## src/rtl/hazard_flush_controller.sv

```systemverilog
// Pipeline hazard / flush / forwarding controller for the 5-stage core.
// After reset, fetch and decode are held stalled and decode flushed for
// RST_HOLD_CYCLES cycles, then the control decode runs purely combinationally.
// Optional build macro HAZARD_PERF_CNT_EN enables the redirect / load-use
// stall performance counters; when undefined, both counter ports read 0.
module hazard_flush_controller #(
  parameter int unsigned RST_HOLD_CYCLES = 2,
  parameter int unsigned REG_ADDR_W      = 5
) (
  input  logic                  clk,
  input  logic                  rst,
  input  logic [REG_ADDR_W-1:0] rs1_dec,
  input  logic [REG_ADDR_W-1:0] rs2_dec,
  input  logic [REG_ADDR_W-1:0] rs1_exe,
  input  logic [REG_ADDR_W-1:0] rs2_exe,
  input  logic [REG_ADDR_W-1:0] rd_exe,
  input  logic                  result_src_exe_b0,
  input  logic                  pc_src_exe,
  input  logic [REG_ADDR_W-1:0] rd_mem,
  input  logic                  reg_write_mem,
  input  logic [REG_ADDR_W-1:0] rd_wb,
  input  logic                  reg_write_wb,
  output logic                  stall_fetch,
  output logic                  stall_decode,
  output logic                  flush_decode,
  output logic                  flush_exe,
  output logic [1:0]            forward_a_exe,
  output logic [1:0]            forward_b_exe,
  output logic [1:0]            ctrl_state,
  output logic [31:0]           perf_redirect_cnt,
  output logic [31:0]           perf_stall_cnt
);

  localparam int unsigned CntW = (RST_HOLD_CYCLES > 1) ? $clog2(RST_HOLD_CYCLES + 1) : 1;
  localparam logic [CntW-1:0] HoldLoad = CntW'(RST_HOLD_CYCLES);

  typedef enum logic [1:0] {
    StHold = 2'b00,
    StRun  = 2'b01
  } state_e;

  state_e          state_q, state_d;
  logic [CntW-1:0] cnt_q, cnt_d;

  logic redirect;
  logic lw_stall;
  logic is_run;

  // Forward select: memory stage beats writeback, x0 never forwards.
  function automatic logic [1:0] fwd_sel(
    input logic [REG_ADDR_W-1:0] rs,
    input logic                  wr_mem,
    input logic [REG_ADDR_W-1:0] rd_m,
    input logic                  wr_wb,
    input logic [REG_ADDR_W-1:0] rd_w
  );
    logic [1:0] sel;
    sel = 2'b00;
    if (wr_mem && (rd_m != '0) && (rd_m == rs)) begin
      sel = 2'b10;
    end else if (wr_wb && (rd_w != '0) && (rd_w == rs)) begin
      sel = 2'b01;
    end
    return sel;
  endfunction

  // State register and hold counter; reset reloads the full hold count.
  always_ff @(posedge clk) begin
    if (rst) begin
      state_q <= StHold;
      cnt_q   <= HoldLoad;
    end else begin
      state_q <= state_d;
      cnt_q   <= cnt_d;
    end
  end

  // Next-state: leave HOLD on the edge where the count reaches zero, so HOLD
  // lasts exactly RST_HOLD_CYCLES cycles after release (minimum one cycle,
  // since the state register can only change at an edge).
  always_comb begin
    state_d = StHold;
    cnt_d   = cnt_q;
    unique case (state_q)
      StHold: begin
        cnt_d   = (cnt_q != '0) ? cnt_q - CntW'(1) : '0;
        state_d = (cnt_q <= CntW'(1)) ? StRun : StHold;
      end
      StRun: begin
        state_d = StRun;
      end
      default: begin
        state_d = StHold;
        cnt_d   = HoldLoad;
      end
    endcase
  end

  // Hazard detection; X/Z on pc_src_exe counts as not-taken.
  always_comb begin
    redirect = (pc_src_exe === 1'b1);
    lw_stall = result_src_exe_b0 && (rd_exe != '0) &&
               ((rd_exe == rs1_dec) || (rd_exe == rs2_dec));
    is_run   = (state_q == StRun);
  end

  // Control outputs: HOLD (and any illegal state) drives the reset values.
  always_comb begin
    stall_fetch   = 1'b1;
    stall_decode  = 1'b1;
    flush_decode  = 1'b1;
    flush_exe     = 1'b1;
    forward_a_exe = 2'b00;
    forward_b_exe = 2'b00;
    if (is_run) begin
      // Redirect wins over a load-use stall: the stalled instruction is flushed anyway.
      stall_fetch   = lw_stall && !redirect;
      stall_decode  = lw_stall && !redirect;
      flush_decode  = redirect;
      flush_exe     = redirect || lw_stall;
      forward_a_exe = fwd_sel(rs1_exe, reg_write_mem, rd_mem, reg_write_wb, rd_wb);
      forward_b_exe = fwd_sel(rs2_exe, reg_write_mem, rd_mem, reg_write_wb, rd_wb);
    end
  end

  assign ctrl_state = state_q;

`ifdef HAZARD_PERF_CNT_EN
  logic [31:0] redirect_cnt_q, stall_cnt_q;

  // Saturating event counters, counted only in RUN.
  always_ff @(posedge clk) begin
    if (rst) begin
      redirect_cnt_q <= '0;
      stall_cnt_q    <= '0;
    end else begin
      if (is_run && redirect && (redirect_cnt_q != 32'hFFFF_FFFF)) begin
        redirect_cnt_q <= redirect_cnt_q + 32'd1;
      end
      if (is_run && lw_stall && !redirect && (stall_cnt_q != 32'hFFFF_FFFF)) begin
        stall_cnt_q <= stall_cnt_q + 32'd1;
      end
    end
  end

  assign perf_redirect_cnt = redirect_cnt_q;
  assign perf_stall_cnt    = stall_cnt_q;
`else
  assign perf_redirect_cnt = 32'd0;
  assign perf_stall_cnt    = 32'd0;
`endif

endmodule

```

## config.mk

```make
export PLATFORM = sky130hd
export DESIGN_NAME = hazard_flush_controller
export DESIGN_NICKNAME = d
export VERILOG_FILES = /design/src/rtl/hazard_flush_controller.sv
export SDC_FILE = /design/constraint.sdc
export NUM_CORES = 1
export LEC_CHECK = 0
export ABC_AREA = 0
export CAP_MARGIN = 30
export CORE_MARGIN = 2
export CORE_UTILIZATION = 28
export CTS_CLUSTER_DIAMETER = 50
export DETAILED_ROUTE_END_ITERATION = 10
export GPL_TIMING_DRIVEN = 0
export PLACE_DENSITY = 0.8
export SETUP_SLACK_MARGIN = 0.3
export SKIP_LAST_GASP = 1
export SYNTH_ARGS = -nofsm -noshare
export SYNTH_HDL_FRONTEND = slang
export SYNTH_SLANG_ARGS = --single-unit
export TNS_END_PERCENT = 100
```

## constraint.sdc

```tcl
create_clock -name clk -period 1.9 [get_ports clk]
set_input_delay 0.19 -clock clk [delete_from_list [all_inputs] [get_ports clk]]
set_output_delay 0.19 -clock clk [all_outputs]
set_load 0.02 [all_outputs]
```

==> flow_summary.html <==
<table>
<tr><th>Metric</th><th>Value</th></tr>
<tr><th colspan="2">Outcome</th></tr>
<tr><td>Result of the run</td><td>completed</td></tr>
<tr><th colspan="2">Worst setup path</th></tr>
<tr><td>Flop-to-flop setup slack</td><td>0.91 ns</td></tr>
<tr><td>Max stage delay cell, worst path</td><td>or4_4</td></tr>
<tr><td>Worst Path Required</td><td>1.71 ns</td></tr>
<tr><td>Top delay family on crit path</td><td>simple AND/OR/NAND/NOR gates</td></tr>
<tr><td>Worst path max stage delay</td><td>0.54 ns</td></tr>
<tr><td>Crit end category</td><td>output pin</td></tr>
<tr><td>Crit path buffers/inverters</td><td>3</td></tr>
<tr><td>CP Launch Type</td><td>input port</td></tr>
<tr><td>CP Data Arrival Time</td><td>1.64 ns</td></tr>
<tr><td>CP max FO</td><td>3</td></tr>
<tr><td>Type of the worst setup path</td><td>input port to output pin</td></tr>
<tr><td>Critical Path, Cell by Cell</td><td>buf_8 -&gt; or4_4 -&gt; o21ai_4 -&gt; nor4_4 -&gt; buf_4 -&gt; nor4_4 -&gt; buf_4</td></tr>
<tr><th colspan="2">Timing</th></tr>
<tr><td>Number of failing hold endpoints at the final stage</td><td>0</td></tr>
<tr><td>Max Transition Viols Final</td><td>0</td></tr>
<tr><td>Minimum hold slack</td><td>0.448 ns</td></tr>
<tr><td>Setup slack after layout</td><td>0.0733 ns</td></tr>
<tr><td>Fin Clk Skew</td><td>0.000603 ns</td></tr>
<tr><td>Crit path time final</td><td>1.83 ns</td></tr>
<tr><td>Portion of the clock cycle consumed by the worst path in the final layout</td><td>96.1%</td></tr>
<tr><td>Setup repair after global routing missed its margin</td><td>yes</td></tr>
<tr><td>Maximum achievable frequency</td><td>0.547 GHz</td></tr>
<tr><td>Final setup violation count</td><td>0</td></tr>
<tr><th colspan="2">Die</th></tr>
<tr><td>Die Span X</td><td>64.9 um</td></tr>
<tr><td>Starting Density</td><td>28.8%</td></tr>
<tr><td>Top-Level Pins</td><td>115</td></tr>
<tr><td>Vertical extent of the die</td><td>64.9 um</td></tr>
<tr><td>Cell Rows</td><td>22</td></tr>
<tr><td>Placeable core region</td><td>0.00361 mm^2</td></tr>
<tr><td>Total die area</td><td>0.00422 mm^2</td></tr>
<tr><th colspan="2">Clock tree</th></tr>
<tr><td>Later-pin clock latency in the skew report</td><td>0.21 ns</td></tr>
<tr><td>CTS tree</td><td>built</td></tr>
<tr><td>Largest buffer count on any clock path</td><td>2</td></tr>
<tr><td>Clock root buffer</td><td>clkbuf_8</td></tr>
<tr><td>CTS clk-pin slew, worst paths</td><td>0.03 ns</td></tr>
<tr><td>Quantity of hold-fixing buffers added after cts</td><td>0</td></tr>
<tr><td>Cts bufs inserted</td><td>3</td></tr>
<tr><td>TritonCTS sink count</td><td>3</td></tr>
<tr><td>Maximum level of the CTS H-tree</td><td>1</td></tr>
<tr><th colspan="2">Power and ir drop</th></tr>
<tr><td>Leakage</td><td>0.00110 uW</td></tr>
<tr><td>Power Density</td><td>369 mW/mm^2</td></tr>
<tr><td>Clock group share of total power</td><td>25.4%</td></tr>
<tr><td>Worst-case vdd ir drop</td><td>0.000196 V</td></tr>
<tr><td>Switching share of power</td><td>40.5%</td></tr>
<tr><td>Net switching power</td><td>299 uW</td></tr>
<tr><td>Combinational share of power</td><td>64.2%</td></tr>
<tr><td>Pint</td><td>438 uW</td></tr>
<tr><td>Part of the total power dissipated in sequential elements</td><td>10.4%</td></tr>
<tr><th colspan="2">Synthesis</th></tr>
<tr><td>Synthesized area</td><td>0.00104 mm^2</td></tr>
<tr><td>Number of warnings printed during yosys synthesis</td><td>0</td></tr>
<tr><td>Share of synthesized flip-flops with an asynchronous set or reset</td><td>0%</td></tr>
<tr><td>Share of synthesized area occupied by flip-flops and latches</td><td>5.78%</td></tr>
<tr><td>Number of standard cells after synthesis</td><td>133</td></tr>
<tr><td>Biggest area contributors in the synthesized netlist</td><td>buf_4, xor2_1, dfxtp_1</td></tr>
<tr><td>Number of distinct library cells after synthesis</td><td>24</td></tr>
<tr><td>Average footprint of a synthesized cell</td><td>7.82 um^2</td></tr>
<tr><td>Synth top area share</td><td>48.4%</td></tr>
<tr><td>Post-synth EDFFs</td><td>0</td></tr>
<tr><td>Flip-flop and latch count after synthesis</td><td>3</td></tr>
<tr><td>Dominant register cell in the synthesized netlist</td><td>dfxtp_1</td></tr>
<tr><td>Library cell with the largest summed area after synthesis</td><td>buf_4</td></tr>
<tr><th colspan="2">Detailed routing</th></tr>
<tr><td>Vias/cell</td><td>3.46</td></tr>
<tr><td>First drt pass iteration count</td><td>4</td></tr>
<tr><td>Post-route antenna net violation count</td><td>0</td></tr>
<tr><td>Number of violations reported at the end of detailed-routing iteration 0</td><td>10</td></tr>
<tr><td>Count of unresolved DRC violations after routing</td><td>0</td></tr>
<tr><td>Vias</td><td>1060</td></tr>
<tr><td>WL final</td><td>2.74 mm</td></tr>
<tr><td>Routed len/inst</td><td>8.94 um</td></tr>
<tr><th colspan="2">Run</th></tr>
<tr><td>Max Cap Violations</td><td>0</td></tr>
<tr><th colspan="2">Global routing</th></tr>
<tr><td>Congestion Overflow GR</td><td>0</td></tr>
<tr><td>Via count of the first global-routing pass</td><td>998</td></tr>
<tr><td>Number of antenna violations at the first check in global routing</td><td>0</td></tr>
<tr><td>First-pass GRT wire length</td><td>4.24 mm</td></tr>
<tr><td>Maximum number of pins on one net before global-route repair</td><td>9</td></tr>
<tr><td>GRT Resource Usage Total</td><td>12.5%</td></tr>
<tr><th colspan="2">Cells and area</th></tr>
<tr><td>Count of nets after finishing</td><td>300</td></tr>
<tr><td>Finished Core Util</td><td>55.4%</td></tr>
<tr><td>Most common cell after layout, fill and taps aside</td><td>buf_4</td></tr>
<tr><td>Synthesis-to-finish area growth</td><td>92.3%</td></tr>
<tr><td>Fraction of layout instances using a drive strength above 1</td><td>46.1%</td></tr>
<tr><td>Antenna diodes</td><td>0</td></tr>
<tr><td>Most used cells in the layout excluding fill and tap cells</td><td>buf_4, conb_1, xor2_1, dlygate4sd2_1, buf_2</td></tr>
<tr><th colspan="2">Placed design</th></tr>
<tr><td>GP Congestion</td><td>0.736</td></tr>
<tr><td>Dpl hpwl</td><td>2.31 mm</td></tr>
<tr><td>Setup Slack @ Placement</td><td>-0.713 ns</td></tr>
<tr><td>Number of buffers inserted by port buffering</td><td>49</td></tr>
<tr><th colspan="2">Min path</th></tr>
<tr><td>Type of the worst min-delay path</td><td>register to register</td></tr>
</table>
cell usage after synthesis, types with 2 or more instances:
master,count
o21ai_0,2
xnor2_1,6
xor2_1,24
or4_1,4
nor4_2,2
buf_4,67
a21oi_1,2
nor2_1,3
nor4_1,2
nand2b_1,2
nor3_1,2
nand3_1,2
and2_1,2
dfxtp_1,3
metal layers:
layer	vias up	global-route usage, %	wire length (um)
li1	550	-	-
met1	445	12.8	921
met2	65	24.9	1420
met3	0	4.17	391
met4	0	1.60	0
met5	-	0	0
per-stage QoR:
step	total power [uW]	std cells	TNS (ns)	instance area, um^2
after floorplan	392	197	0	1320
after global placement	523	294	-4.10	1870
after detailed placement	529	294	-4.24	1870
after CTS	717	302	0	1950
after global routing	780	306	0	2000
final	737	306	0	2000
sequential cells by signal (all words and copies together) (netlist names):
signal and flops:
cnt_q 2, ctrl_state 1
path summary, 6_finish.rpt:
path                                 start                  endpoint  depth (start not counted)
setup / recovery                 rd_mem[2]          forward_b_exe[0]                          7
hold / removal       cnt_q[1]$_SDFFE_PP1N_  ctrl_state[0]$_SDFF_PP0_                          1
setup reg to reg  ctrl_state[0]$_SDFF_PP0_     cnt_q[0]$_SDFFE_PP0N_                          5
hold reg to reg      cnt_q[1]$_SDFFE_PP1N_  ctrl_state[0]$_SDFF_PP0_                          1
cells by family after synthesis:
logic type / count (synthesis) / share of synthesized area (%)
other: 1 / 0.361
AOI/OAI and AO/OA: 9 / 5.66
DFF: 3 / 5.78
buffers and inverters: 69 / 49.2
and+or+nand+nor: 21 / 13.7
xor gates and xnor gates: 30 / 25.3
layout make-up:
class,count,area (um^2)
inverter,1,3.75
buffer,68,518
clock buffer,4,45.0
fill,343,1610
multi-input combinational,125,830
tap,48,60.1
timing repair buffer,57,482
sequential,3,61.3
power groups by stage:
stage          clock [uW]  sequential, uW  combinational, uW
3_3_place_gp            0            75.5                448
6_report              187            76.5                473
2_1_floorplan           0            75.0                317
3_5_place_dp            0            76.4                452
4_1_cts               188            75.8                453
5_1_grt               194            77.6                509
repair_timing:
action | CTS | global route
setup endpoints to repair | 7 | 8
resized for setup | 111 | 28
pin swaps | 19 | 22
setup buffers | 4 | 4
Power figures use the tool's default switching activity.
